==> src/rtl/fpu_float_to_int_pkg.sv <==
//==============================================================================
// Module   : fpu_float_to_int_pkg
// Brief    : Shared constants, float layout, status indices and FSM encoding
//            for the float-to-integer converter.
// Revision : 1.0 - initial release
//==============================================================================
`default_nettype none

package fpu_float_to_int_pkg;

   localparam int EXP_W   = 6;
   localparam int MANT_W  = 25;
   localparam int INT_W   = 32;
   localparam int BIAS    = (2 ** (EXP_W - 1)) - 1;
   localparam int FLOAT_W = 1 + EXP_W + MANT_W;
   localparam int STAT_W  = 4;
   localparam int CNT_W   = EXP_W;

   localparam int ST_EXACT     = 3;
   localparam int ST_OVERFLOW  = 2;
   localparam int ST_UNDERFLOW = 1;
   localparam int ST_INEXACT   = 0;

   typedef struct packed {
      logic              sign;
      logic [EXP_W-1:0]  exp;
      logic [MANT_W-1:0] frac;
   } float_t;

   typedef enum logic [1:0] {
      S_IDLE  = 2'd0,
      S_ALIGN = 2'd1,
      S_PACK  = 2'd2,
      S_DONE  = 2'd3
   } state_t;

endpackage

`default_nettype wire

==> src/rtl/fpu_float_to_int_if.sv <==
//==============================================================================
// Module   : fpu_float_to_int_if
// Brief    : Operand/result valid-ready bundle between producer, converter
//            and consumer.
// Revision : 1.0 - initial release
//==============================================================================
`default_nettype none

interface fpu_float_to_int_if;
   import fpu_float_to_int_pkg::*;

   logic [FLOAT_W-1:0] op_in;
   logic               in_valid;
   logic               in_ready;
   logic [INT_W-1:0]   data_out;
   logic [STAT_W-1:0]  status_out;
   logic               out_valid;
   logic               out_ready;

   modport slave (
      input  op_in, in_valid, out_ready,
      output in_ready, data_out, status_out, out_valid
   );

   modport master (
      output op_in, in_valid, out_ready,
      input  in_ready, data_out, status_out, out_valid
   );

endinterface

`default_nettype wire

==> src/rtl/fpu_float_to_int.sv <==
//==============================================================================
// Module   : fpu_float_to_int
// Brief    : Multi-cycle custom-float to 32-bit integer converter, truncating
//            toward zero, one alignment shift per clock.
// Revision : 1.0 - initial release
//==============================================================================
`default_nettype none

module fpu_float_to_int
   import fpu_float_to_int_pkg::*;
(
   input  logic               clock,
   input  logic               reset,
   fpu_float_to_int_if.slave  bus
);

   localparam logic [EXP_W-1:0] c_bias     = EXP_W'(BIAS);
   localparam logic [EXP_W-1:0] c_exp_top  = EXP_W'(2 * BIAS);
   localparam logic [EXP_W-1:0] c_mant_w   = EXP_W'(MANT_W);
   localparam logic [INT_W-1:0] c_sat_pos  = {1'b0, {(INT_W-1){1'b1}}};
   localparam logic [INT_W-1:0] c_sat_neg  = {1'b1, {(INT_W-1){1'b0}}};

   state_t              r_state;
   logic [INT_W-1:0]    r_mag;
   logic [CNT_W-1:0]    r_cnt;
   logic                r_left;
   logic                r_sign;
   logic                r_sticky;
   logic                r_ovf;
   logic                r_unf;
   logic [INT_W-1:0]    r_data;
   logic [STAT_W-1:0]   r_status;
   logic                r_out_valid;
   logic                r_in_ready;

   float_t              w_op;
   logic                w_frac_zero;
   logic                w_is_zero;
   logic                w_is_unf;
   logic                w_is_sat;
   logic [EXP_W-1:0]    w_e;
   logic                w_left;
   logic [CNT_W-1:0]    w_k;
   logic [INT_W-1:0]    w_sig;
   logic                w_inexact;
   logic [INT_W-1:0]    w_pack_data;
   logic [STAT_W-1:0]   w_pack_status;

   assign w_op        = bus.op_in;
   assign w_frac_zero = (w_op.frac == '0);
   assign w_is_zero   = (w_op.exp == '0);
   assign w_is_unf    = !w_is_zero && (w_op.exp < c_bias);
   // E==31 only fits when the result is exactly -2**31.
   assign w_is_sat    = (w_op.exp > c_exp_top) ||
                        ((w_op.exp == c_exp_top) && !(w_op.sign && w_frac_zero));

   // Unbiased exponent is only meaningful for the normal class (E in 0..31).
   assign w_e    = w_op.exp - c_bias;
   assign w_left = (w_e > c_mant_w);
   assign w_k    = w_left ? (w_e - c_mant_w) : (c_mant_w - w_e);
   assign w_sig  = {{(INT_W-MANT_W-1){1'b0}}, 1'b1, w_op.frac};

   assign w_inexact   = r_sticky | r_ovf | r_unf;
   assign w_pack_data = r_sign ? (~r_mag + INT_W'(1)) : r_mag;

   always_comb begin
      w_pack_status               = '0;
      w_pack_status[ST_EXACT]     = !w_inexact;
      w_pack_status[ST_OVERFLOW]  = r_ovf;
      w_pack_status[ST_UNDERFLOW] = r_unf;
      w_pack_status[ST_INEXACT]   = w_inexact;
   end

   always_ff @(posedge clock or negedge reset) begin
      if (!reset) begin
         r_state     <= S_IDLE;
         r_mag       <= '0;
         r_cnt       <= '0;
         r_left      <= 1'b0;
         r_sign      <= 1'b0;
         r_sticky    <= 1'b0;
         r_ovf       <= 1'b0;
         r_unf       <= 1'b0;
         r_data      <= '0;
         r_status    <= '0;
         r_out_valid <= 1'b0;
         r_in_ready  <= 1'b1;
      end else begin
         case (r_state)
            S_IDLE: begin
               if (bus.in_valid && r_in_ready) begin
                  r_in_ready <= 1'b0;
                  r_sign     <= w_op.sign;
                  r_left     <= w_left;
                  r_cnt      <= w_k;
                  r_sticky   <= 1'b0;
                  r_ovf      <= 1'b0;
                  r_unf      <= 1'b0;
                  r_state    <= S_PACK;
                  if (w_is_zero) begin
                     r_mag    <= '0;
                     r_unf    <= !w_frac_zero;
                     r_sticky <= !w_frac_zero;
                  end else if (w_is_unf) begin
                     r_mag    <= '0;
                     r_unf    <= 1'b1;
                     r_sticky <= 1'b1;
                  end else if (w_is_sat) begin
                     r_mag    <= w_op.sign ? c_sat_neg : c_sat_pos;
                     r_ovf    <= 1'b1;
                     r_sticky <= 1'b1;
                  end else begin
                     r_mag <= w_sig;
                     if (w_k != '0) begin
                        r_state <= S_ALIGN;
                     end
                  end
               end
            end
            S_ALIGN: begin
               if (r_left) begin
                  r_mag <= r_mag << 1;
               end else begin
                  r_mag    <= r_mag >> 1;
                  r_sticky <= r_sticky | r_mag[0];
               end
               r_cnt <= r_cnt - CNT_W'(1);
               if (r_cnt == CNT_W'(1)) begin
                  r_state <= S_PACK;
               end
            end
            S_PACK: begin
               r_data   <= w_pack_data;
               r_status <= w_pack_status;
               r_state  <= S_DONE;
            end
            S_DONE: begin
               if (r_out_valid && bus.out_ready) begin
                  r_out_valid <= 1'b0;
                  r_in_ready  <= 1'b1;
                  r_state     <= S_IDLE;
               end else begin
                  r_out_valid <= 1'b1;
               end
            end
            default: r_state <= S_IDLE;
         endcase
      end
   end

   assign bus.in_ready   = r_in_ready;
   assign bus.data_out   = r_data;
   assign bus.status_out = r_status;
   assign bus.out_valid  = r_out_valid;

endmodule

`default_nettype wire

==> src/flat_wrapper.sv <==
// flat-port wrapper written by rule: the top's interface ports become plain ports
module fpu_float_to_int_flat import fpu_float_to_int_pkg::*;
  (clock, reset, bus_op_in, bus_in_valid, bus_out_ready, bus_in_ready, bus_data_out, bus_status_out, bus_out_valid);
  fpu_float_to_int_if bus_i ();
  input  logic clock;
  input  logic reset;
  input wire logic [$bits(bus_i.op_in)-1:0] bus_op_in;
  input wire logic [$bits(bus_i.in_valid)-1:0] bus_in_valid;
  input wire logic [$bits(bus_i.out_ready)-1:0] bus_out_ready;
  output wire logic [$bits(bus_i.in_ready)-1:0] bus_in_ready;
  output wire logic [$bits(bus_i.data_out)-1:0] bus_data_out;
  output wire logic [$bits(bus_i.status_out)-1:0] bus_status_out;
  output wire logic [$bits(bus_i.out_valid)-1:0] bus_out_valid;
  assign bus_i.op_in = bus_op_in;
  assign bus_i.in_valid = bus_in_valid;
  assign bus_i.out_ready = bus_out_ready;
  assign bus_in_ready = bus_i.in_ready;
  assign bus_data_out = bus_i.data_out;
  assign bus_status_out = bus_i.status_out;
  assign bus_out_valid = bus_i.out_valid;
  fpu_float_to_int u_core (.clock(clock), .reset(reset), .bus(bus_i));
endmodule
==> config.mk <==
export PLATFORM = sky130hd
export DESIGN_NAME = fpu_float_to_int_flat
export DESIGN_NICKNAME = d
export VERILOG_FILES = /design/src/rtl/fpu_float_to_int_pkg.sv /design/src/rtl/fpu_float_to_int_if.sv /design/src/rtl/fpu_float_to_int.sv /design/src/flat_wrapper.sv
export SDC_FILE = /design/constraint.sdc
export NUM_CORES = 1
export LEC_CHECK = 0
export ABC_CLOCK_PERIOD_IN_PS = 4450
export CORE_AREA = 2 2 97 99
export CTS_BUF_LIST = sky130_fd_sc_hd__clkbuf_8 sky130_fd_sc_hd__clkbuf_16
export CTS_CLUSTER_DIAMETER = 200
export CTS_CLUSTER_SIZE = 28
export DETAILED_ROUTE_END_ITERATION = 10
export DIE_AREA = 0 0 99 101
export PLACE_DENSITY = 0.87
export SYNTH_ARGS = -nofsm -noshare
export SYNTH_HDL_FRONTEND = slang
export SYNTH_SLANG_ARGS = --single-unit
==> constraint.sdc <==
create_clock -name clock -period 4.45 [get_ports clock]
set_input_delay 0.89 -clock clock [delete_from_list [all_inputs] [get_ports clock]]
set_output_delay 0.89 -clock clock [all_outputs]
set_load 0.05 [all_outputs]
[Yosys cells after proc, flatten, opt, wreduce, memory -nomap -nowiden]
Cells that the tools add are included.
W data, S select, Z words.
Cells by class
  add/subtract/negate cells: 5
  magnitude comparators: 3
  eq/ne operators: 9
  multiplexer cells: 33
  bitwise operators: 4
  reduce and logical (&&, ||, !) cells: 21
Operator list (number)
  $mux W32: 7
  $pmux W32 S2: 1
  $add A32 B1 Y32 const B: 1
  $not A32 Y32: 1
  $logic_not A25 Y1: 1
  $mux W2: 7
  $mux W1: 12
  $mux W6: 2
  $pmux W6 S2: 1
  $sub A6 B5 Y6 const B: 2
  $reduce_and A3 Y1: 3
  $pmux W2 S4: 1
  $eq A6 B1 Y1 const B: 1
  $eq A6 B6 Y1 const B: 1
  $gt A6 B5 Y1 const B: 1
  $gt A6 B6 Y1 const B: 1
  $logic_not A6 Y1: 1
  $lt A6 B5 Y1 const B: 1
  $ne A2 B1 Y1 const B: 3
  $reduce_bool A6 Y1: 1
  $sub A5 B6 Y6 const A: 1
  $sub A6 B1 Y6 const B: 1
  $logic_and A1 B1 Y1: 5
  $eq A2 B2 Y1 const B: 2
  9 further kinds: 17
Word-level totals
  register bits after elaboration: 83
  bits of input ports: 36
  output and inout port bits: 38
  logic and storage cells: 87

[Longest topological paths before layout]
Gate-level depths: netlist of the first run.
  word-level depth: 10
  depth in mapped cells: 11
  mapped depth without buffers: 10

[Worst setup path after synthesis of the first run]
OpenSTA, ideal clock, no wires.
  path type: in2reg
  start: input bus_op_in[25]
  end: register u_core.r_state[0]
  setup time: 0.143 ns
  arrival time: 2.900 ns
  data required time: 4.307 ns
  setup slack: 1.407 ns
  cell stages on the path: 10
  path buffers: 1
  cells stage by stage: clkbuf_1 inv_1 ha_1 or3b_2 nand2_1 a21oi_1 nor2_1 mux2_2 nor4b_1 a31oi_1
Between the ends
  longest elaborated chain between the ends: 10
  elaborated cells between the ends (all ways): 20
RTL lines
  start, declared: line flat_wrapper.sv:7  | input wire logic [$bits(bus_i.op_in)-1:0] bus_op_in;
  $sub A6 B5 Y6: line fpu_float_to_int.sv:58  | assign w_e = w_op.exp - c_bias;
  $sub A5 B6 Y6, or another cell as far along: line fpu_float_to_int.sv:60  | assign w_k = w_left ? (w_e - c_mant_w) : (c_mant_w - w_e);
  $mux W6: line fpu_float_to_int.sv:60
  $reduce_bool A6 Y1: line fpu_float_to_int.sv:114  | if (w_k != '0) begin
  $mux W2: line fpu_float_to_int.sv:114
  $mux W2: line fpu_float_to_int.sv:108  | end else if (w_is_sat) begin
  $mux W2: line fpu_float_to_int.sv:104  | end else if (w_is_unf) begin
  $mux W2 *: line fpu_float_to_int.sv:100  | if (w_is_zero) begin
  $mux W2 *: line fpu_float_to_int.sv:91  | if (bus.in_valid && r_in_ready) begin
  $pmux W2 S4 *: line fpu_float_to_int.sv:89  | case (r_state)
  end signal, assigned: line fpu_float_to_int.sv:99  | r_state <= S_PACK;
  end signal, assigned: line fpu_float_to_int.sv:115  | r_state <= S_ALIGN;
  end signal, assigned: line fpu_float_to_int.sv:129  | r_state <= S_PACK;
  end, declared: line fpu_float_to_int.sv:23  | state_t r_state;
Every way passes the cells marked *; elsewhere a longest branch is shown, timed or not. The select of a mux whose other input is x is not followed.
A chain may end at the register's enable or synchronous reset.

[Worst setup path after layout of the first run]
Ends and elaborated chain as after synthesis.

==> run summary, run 1 <==
Outcome -> finished clean
Synth Warn # -> 0
Pre-CTS WS -> 0.607 ns
Clock Latency Late Sink -> 0.36 ns
Post-synth top flop -> dfrtp_1
GRT overflow -> 0
Slew of the pin with the lowest slew margin -> 1.06 ns
Final worst-path setup slack -> 0.967 ns
Placed Area -> 5880 µm²
Post-synth cell types -> 61
Leak -> 2.45 nW
Die area -> 10000 µm²
RSZ-0062 raised after global routing -> false
HPWL after detailed placement -> 8810 µm
Dominant cell type by area after synthesis -> dfrtp_1
Row Count -> 35
Cells after Synth -> 568
Placed insts -> 718
CTS Root Cell -> clkbuf_8
Initial Util -> 0.569
WL per Instance -> 17.6 µm
Part of the cycle the worst path needs -> 0.783
Post-Syn Nets -> 617
Largest net degree at the start of global routing -> 84
TritonRoute pass-1 iters -> 5
Via count -> 4588
Largest cells by area after synthesis -> dfrtp_1, nor2_1, mux2_2
Total track usage -> 0.267
Vias in the first global route -> 4358
Fin area -> 6120 µm²
FF+latch area -> 2080 µm²
Worst EP required -> 4.67 ns
Share of cells above drive strength 1 -> 0.0997
Finished Layout Cells -> 733
Hold Crit Class -> flip-flop to flip-flop
Area occupied by multi-input gates -> 2820 µm²
DRC -> 0
Clock slew at reported path FFs -> 0.09 ns
First-pass GRT wire length -> 21600 µm
Kind of critical path -> primary input to flip-flop
Core Region -> 8980 µm²
Final Hold Fails -> 0
Period minus WS final -> 3.48 ns
Layout Utilization -> 0.681
Vias per cell -> 6.26
Seq/Total Area, Yosys -> 0.407
Crit path DAT -> 3.70 ns
Post-CTS Hold Fix Bufs -> 0
Top cells by count, synth -> nor2_1, dfrtp_1, a21oi_1
Detail Route Antenna Nets -> 0
Max Slew Vio Count -> 0
CTS Buf Count -> 9
Post-CTS setup buffers -> 0
CTS-repair resized insts -> 0
CTS sink cnt -> 83
Max Clk Rate -> 287 MHz
Fill count -> 708
Max Cap Viol -> 0
Die Wd -> 99 µm
Async S/R FF share, synth -> 1.00
Worst-case clock buffer depth -> 2
Setup TNS -> 0 ns
Power Dens Cells -> 838 nW/µm²
Antenna violations before repair -> 0
Port bufs -> 73
Max VDD drop -> 0.398 mV
Syn avg cell area -> 9.00 µm²
H-tree Lvls -> 3
CP max FO -> 12
Endpoints failing setup -> 0
Seq cells post-synth -> 83
RD Place Congestion -> 0.875
Boundary Pins -> 74
Setup crit end kind -> flip-flop
Post-synth top area share -> 0.401
Area Growth Syn to Fin -> 19.7%
Number of flops mapped to enable cells by yosys -> 0
Final WL -> 12900 µm
Diode count -> 0
Mapped Area -> 5110 µm²
Worst Skew -> 0.0153 ns
Initial DRC Count -> 366
Count leader, synth -> nor2_1
Critical path launch point type -> primary input
CTS tree -> built
Die Height -> 101 µm
Max-slew headroom -> 0.295
Final #Nets -> 667
[critical path, cell delays in order]
cell	delay (ns)
clkdlybuf4s50_1	0.59
ha_1	0.42
or3b_2	0.55
nand2_1	0.12
a21oi_1	0.06
nor2_1	0.19
mux2_2	0.37
nor4b_1	0.36
a31oi_1	0.14
[area by class of cell]
type                    count  share of cell area
flip-flops and latches     83               0.340
clock buffers               9              0.0202
inverters                  16             0.00982
clock inverters             6              0.0186
repair buffers             80               0.128
multi-input cells         428               0.461
well taps                 111              0.0227
[kinds of logic (layout without fill, tap and decap cells)]
logic type               after synthesis  after routing  share of synthesized area
AND/OR/NAND/NOR                      183            183                      0.168
AO/OA/AOI/OAI                        157            157                      0.205
flip-flops                            83             83                      0.407
buffers and inverters                 57            111                     0.0436
multiplexers                          38             38                     0.0815
XOR/XNOR                              37             37                     0.0634
adder cells (fa/ha/maj)               13             13                     0.0318
[sequential cells by signal (all words and copies together) (netlist names)]
| name | cells |
|---|---|
| u_core.bus.in_ready | 1 |
| u_core.r_cnt | 6 |
| u_core.r_sign | 1 |
| u_core.bus.out_valid | 1 |
| u_core.r_ovf | 1 |
| u_core.bus.data_out | 32 |
| u_core.r_unf | 1 |
| u_core.r_mag | 32 |
| u_core.r_state | 2 |
| u_core.bus.status_out | 4 |
| u_core.r_left | 1 |
| u_core.r_sticky | 1 |
[path summary, 6_finish.rpt]
check,from,endpoint,slack [ns],depth (start not counted)
min in group asynchronous,reset,u_core.r_cnt[1]$_DFFE_PN0P_,0.71,1
min,u_core.bus.status_out[0]$_DFFE_PN0P_,u_core.bus.status_out[0]$_DFFE_PN0P_,0.49,1
max in group asynchronous,reset,u_core.r_left$_DFFE_PN0P_,3.06,1
min reg2reg,u_core.bus.status_out[0]$_DFFE_PN0P_,u_core.bus.status_out[0]$_DFFE_PN0P_,0.49,1
max,bus_op_in[25],u_core.r_state[0]$_DFFE_PN0P_,0.97,9
max reg2reg,u_core.r_mag[4]$_DFFE_PN0P_,u_core.bus.data_out[31]$_DFFE_PN0P_,1.54,7
[power by group]
| group | total, mW | internal [mW] | leakage [nW] | switching [mW] |
|---|---|---|---|---|
| clock | 0.659 | 0.373 | 0.117 | 0.287 |
| sequential | 1.59 | 1.14 | 0.952 | 0.456 |
| combinational | 2.87 | 1.13 | 1.38 | 1.74 |
| total | 5.13 | 2.64 | 2.45 | 2.49 |
[layer usage]
| layer | GRT usage | up-vias | part of all wire |
|---|---|---|---|
| met4 | 0.0938 | 0 | 0.016 |
| met3 | 0.0416 | 18 | 0.062 |
| met1 | 0.371 | 2228 | 0.44 |
| met2 | 0.427 | 197 | 0.49 |
| met5 | 0 | - | 0 |
| li1 | - | 2145 | - |
[per-stage QoR]
stage | power (mW) | hold WS [ns]
2_1_floorplan | 3.62 | 0.457
3_3_place_gp | 4.31 | 0.460
3_5_place_dp | 4.44 | 0.471
4_1_cts | 5.12 | 0.497
5_1_grt | 5.48 | 0.516
6_report | 5.13 | 0.487
[cell usage in the layout (no fill, tap or decap), types with 3 or more instances in the layout]
cell and count:
and2_1 3, a21boi_0 4, inv_1 16, or3_1 4
nor2_1 91, xnor2_1 9, a221oi_1 22, nand2_1 31
mux2i_1 9, buf_4 8, nand2b_1 4, o22ai_1 3
or4_1 5, a31oi_1 5, bufinv_16 3, o31ai_1 8
o41ai_1 4, o21ai_0 34, nor3_1 8, ha_1 12
nand3_1 11, mux2_2 29, clkbuf_8 9, a21oi_1 44
xor2_1 28, nor4_1 7, nand4_1 3, dfrtp_1 82
o22a_1 9, clkdlybuf4s50_1 72
No activity file was read; power rests on OpenSTA's default activity.
==> inputs of run 2 (changes only) <==
Settings changed: ABC_CLOCK_PERIOD_IN_PS 4450 to 3370, CORE_AREA 2 2 97 99 to 2 2 100 102, DIE_AREA 0 0 99 101 to 0 0 102 104, PLACE_DENSITY 0.87 to 0.83.
Clock period 4.45 ns to 3.37 ns, I/O delays scaled along.
==> run 2 against run 1 <==
Net effect:
- critical path depth grew 2
- sequential share of layout area is 0.66 points lower
- highest routed layer unchanged
- clock power is 16% higher
- sequential power up 36%
- largest power group unchanged
==> run summary, run 2 (synthesis gave the netlist of run 1 again) <==
Crit path launch -> bus_op_in[26]
Post-CTS setup buffers -> 0
Clock slew at reported path FFs -> 0.09 ns
Share of cells above drive strength 1 -> 0.124
WL per Instance -> 16.2 µm
Combinational Power Share -> 0.559
Row Count -> 36
Diode count -> 0
Worst-case clock buffer depth -> 2
Die Wd -> 102 µm
RSZ-0062 raised after global routing -> false
R2R depth -> 7
CTS sink cnt -> 83
Placed insts -> 756
Kind of critical path -> primary input to flip-flop
Final #Nets -> 683
CTS-repair resized insts -> 0
CTS Buf Count -> 9
Final Hold Fails -> 0
Hold Crit Class -> primary input to async pin
Largest net degree at the start of global routing -> 84
CTS Root Cell -> clkbuf_8
First-pass GRT wire length -> 21300 µm
Worst setup path end -> u_core.r_state[0]$_DFFE_PN0P_
Sw power -> 3.22 mW
Layout Utilization -> 0.653
Detail Route Antenna Nets -> 0
Via count -> 4544
Most frequent cells in the layout -> nor2_1, dfrtp_1, clkdlybuf4s50_1, a21oi_1, o21ai_0
Area Growth Syn to Fin -> 22.1%
TritonRoute pass-1 iters -> 4
CTS tree -> built
Crit path DAT -> 3.39 ns
Vias per cell -> 5.89
Max Slew Vio Count -> 0
Max Clk Rate -> 315 MHz
H-tree Lvls -> 3
FF-to-FF Start -> u_core.r_mag[4]$_DFFE_PN0P_
Max-slew headroom -> 0.227
Slew of the pin with the lowest slew margin -> 1.16 ns
Internal -> 3.40 mW
Die area -> 10600 µm²
Setup crit end kind -> flip-flop
Vias in the first global route -> 4298
Leak -> 2.52 nW
Period minus WS final -> 3.17 ns
Setup TNS -> 0 ns
Boundary Pins -> 74
Max Cap Viol -> 0
Outcome -> finished clean
Total track usage -> 0.247
Post-CTS Hold Fix Bufs -> 0
Antenna violations before repair -> 0
Critical path launch point type -> primary input
Reg power frac -> 0.326
Max VDD drop -> 0.511 mV
Clock Latency Late Sink -> 0.36 ns
GRT overflow -> 0
Most common cell after layout, fill and taps aside -> nor2_1
Part of the cycle the worst path needs -> 0.941
Worst Skew -> 0.0111 ns
Worst EP required -> 3.59 ns
Final WL -> 12500 µm
Core Region -> 9550 µm²
DRC -> 0
RD Place Congestion -> 0.925
Fill count -> 781
R2R Setup Slk -> 0.51 ns
Switching Share -> 0.487
Initial DRC Count -> 336
Worst flop-to-flop path endpoint -> u_core.bus.data_out[31]$_DFFE_PN0P_
Finished Layout Cells -> 772
HPWL after detailed placement -> 8790 µm
Die Height -> 104 µm
Clock group share of total power -> 0.115
Endpoints failing setup -> 0
CP max FO -> 10
Port bufs -> 73
Power Dens Cells -> 1060 nW/µm²
Initial Util -> 0.535
-- run 2: final cells by class --
cell class / instances / area, µm² / area share
clock buffers: 11 / 151 / 0.0243
clock inverters: 5 / 60.1 / 0.00963
inverters: 16 / 60.1 / 0.00963
multi-input cells: 428 / 2820 / 0.452
flip-flops and latches: 83 / 2080 / 0.333
well taps: 133 / 166 / 0.0267
repair buffers: 96 / 901 / 0.144
-- run 2: layer usage --
| metal | vias up | GRT usage | wire [µm] |
|---|---|---|---|
| met5 | - | 0 | 0 |
| met4 | 0 | 0.0800 | 200 |
| met3 | 19 | 0.0370 | 592 |
| met2 | 148 | 0.367 | 5970 |
| met1 | 2203 | 0.369 | 5750 |
| li1 | 2174 | - | - |
-- run 2: worst max-delay path, stage by stage --
cell             delay, ns
clkdlybuf4s50_1       0.66
inv_1                 0.14
ha_1                  0.35
inv_1                 0.12
ha_1                  0.25
a21oi_1               0.08
a21oi_1               0.12
o22ai_1               0.09
o31a_1                0.27
nor4b_1               0.48
a31oi_1               0.15
-- run 2: stage by stage --
step           worst slack [ns]  total power [mW]  hold WS (ns)  area, µm²
2_1_floorplan             0.543              4.78         0.378       5110
3_3_place_gp            -0.0381              5.72         0.461       6030
3_5_place_dp             -0.141              5.86         0.483       6030
4_1_cts                   0.254              6.63         0.501       6240
5_1_grt                  0.0619              7.15         0.515       6240
6_report                  0.199              6.62         0.471       6240
-- run 2: worst min-delay path by stage --
stage | cells after the start | endpoint | from | slack (ns)
floorplan | 0 | u_core.bus.data_out[0]$_DFFE_PN0P_ | reset | 0.38
global placement | 1 | u_core.bus.status_out[0]$_DFFE_PN0P_ | u_core.bus.status_out[0]$_DFFE_PN0P_ | 0.46
detailed placement | 1 | u_core.bus.status_out[0]$_DFFE_PN0P_ | u_core.bus.status_out[0]$_DFFE_PN0P_ | 0.48
CTS | 1 | u_core.bus.status_out[0]$_DFFE_PN0P_ | u_core.bus.status_out[0]$_DFFE_PN0P_ | 0.50
global route | 1 | u_core.bus.status_out[0]$_DFFE_PN0P_ | u_core.bus.status_out[0]$_DFFE_PN0P_ | 0.52
finish | 1 | u_core.r_cnt[1]$_DFFE_PN0P_ | reset | 0.47
-- run 2: power by group through the flow --
| stage | combinational, mW | sequential, mW | clock [mW] |
|---|---|---|---|
| 2_1_floorplan | 2.14 | 2.64 | 0 |
| 3_3_place_gp | 3.60 | 2.11 | 0 |
| 3_5_place_dp | 3.71 | 2.16 | 0 |
| 4_1_cts | 3.72 | 2.14 | 0.770 |
| 5_1_grt | 4.09 | 2.24 | 0.823 |
| 6_report | 3.70 | 2.16 | 0.762 |
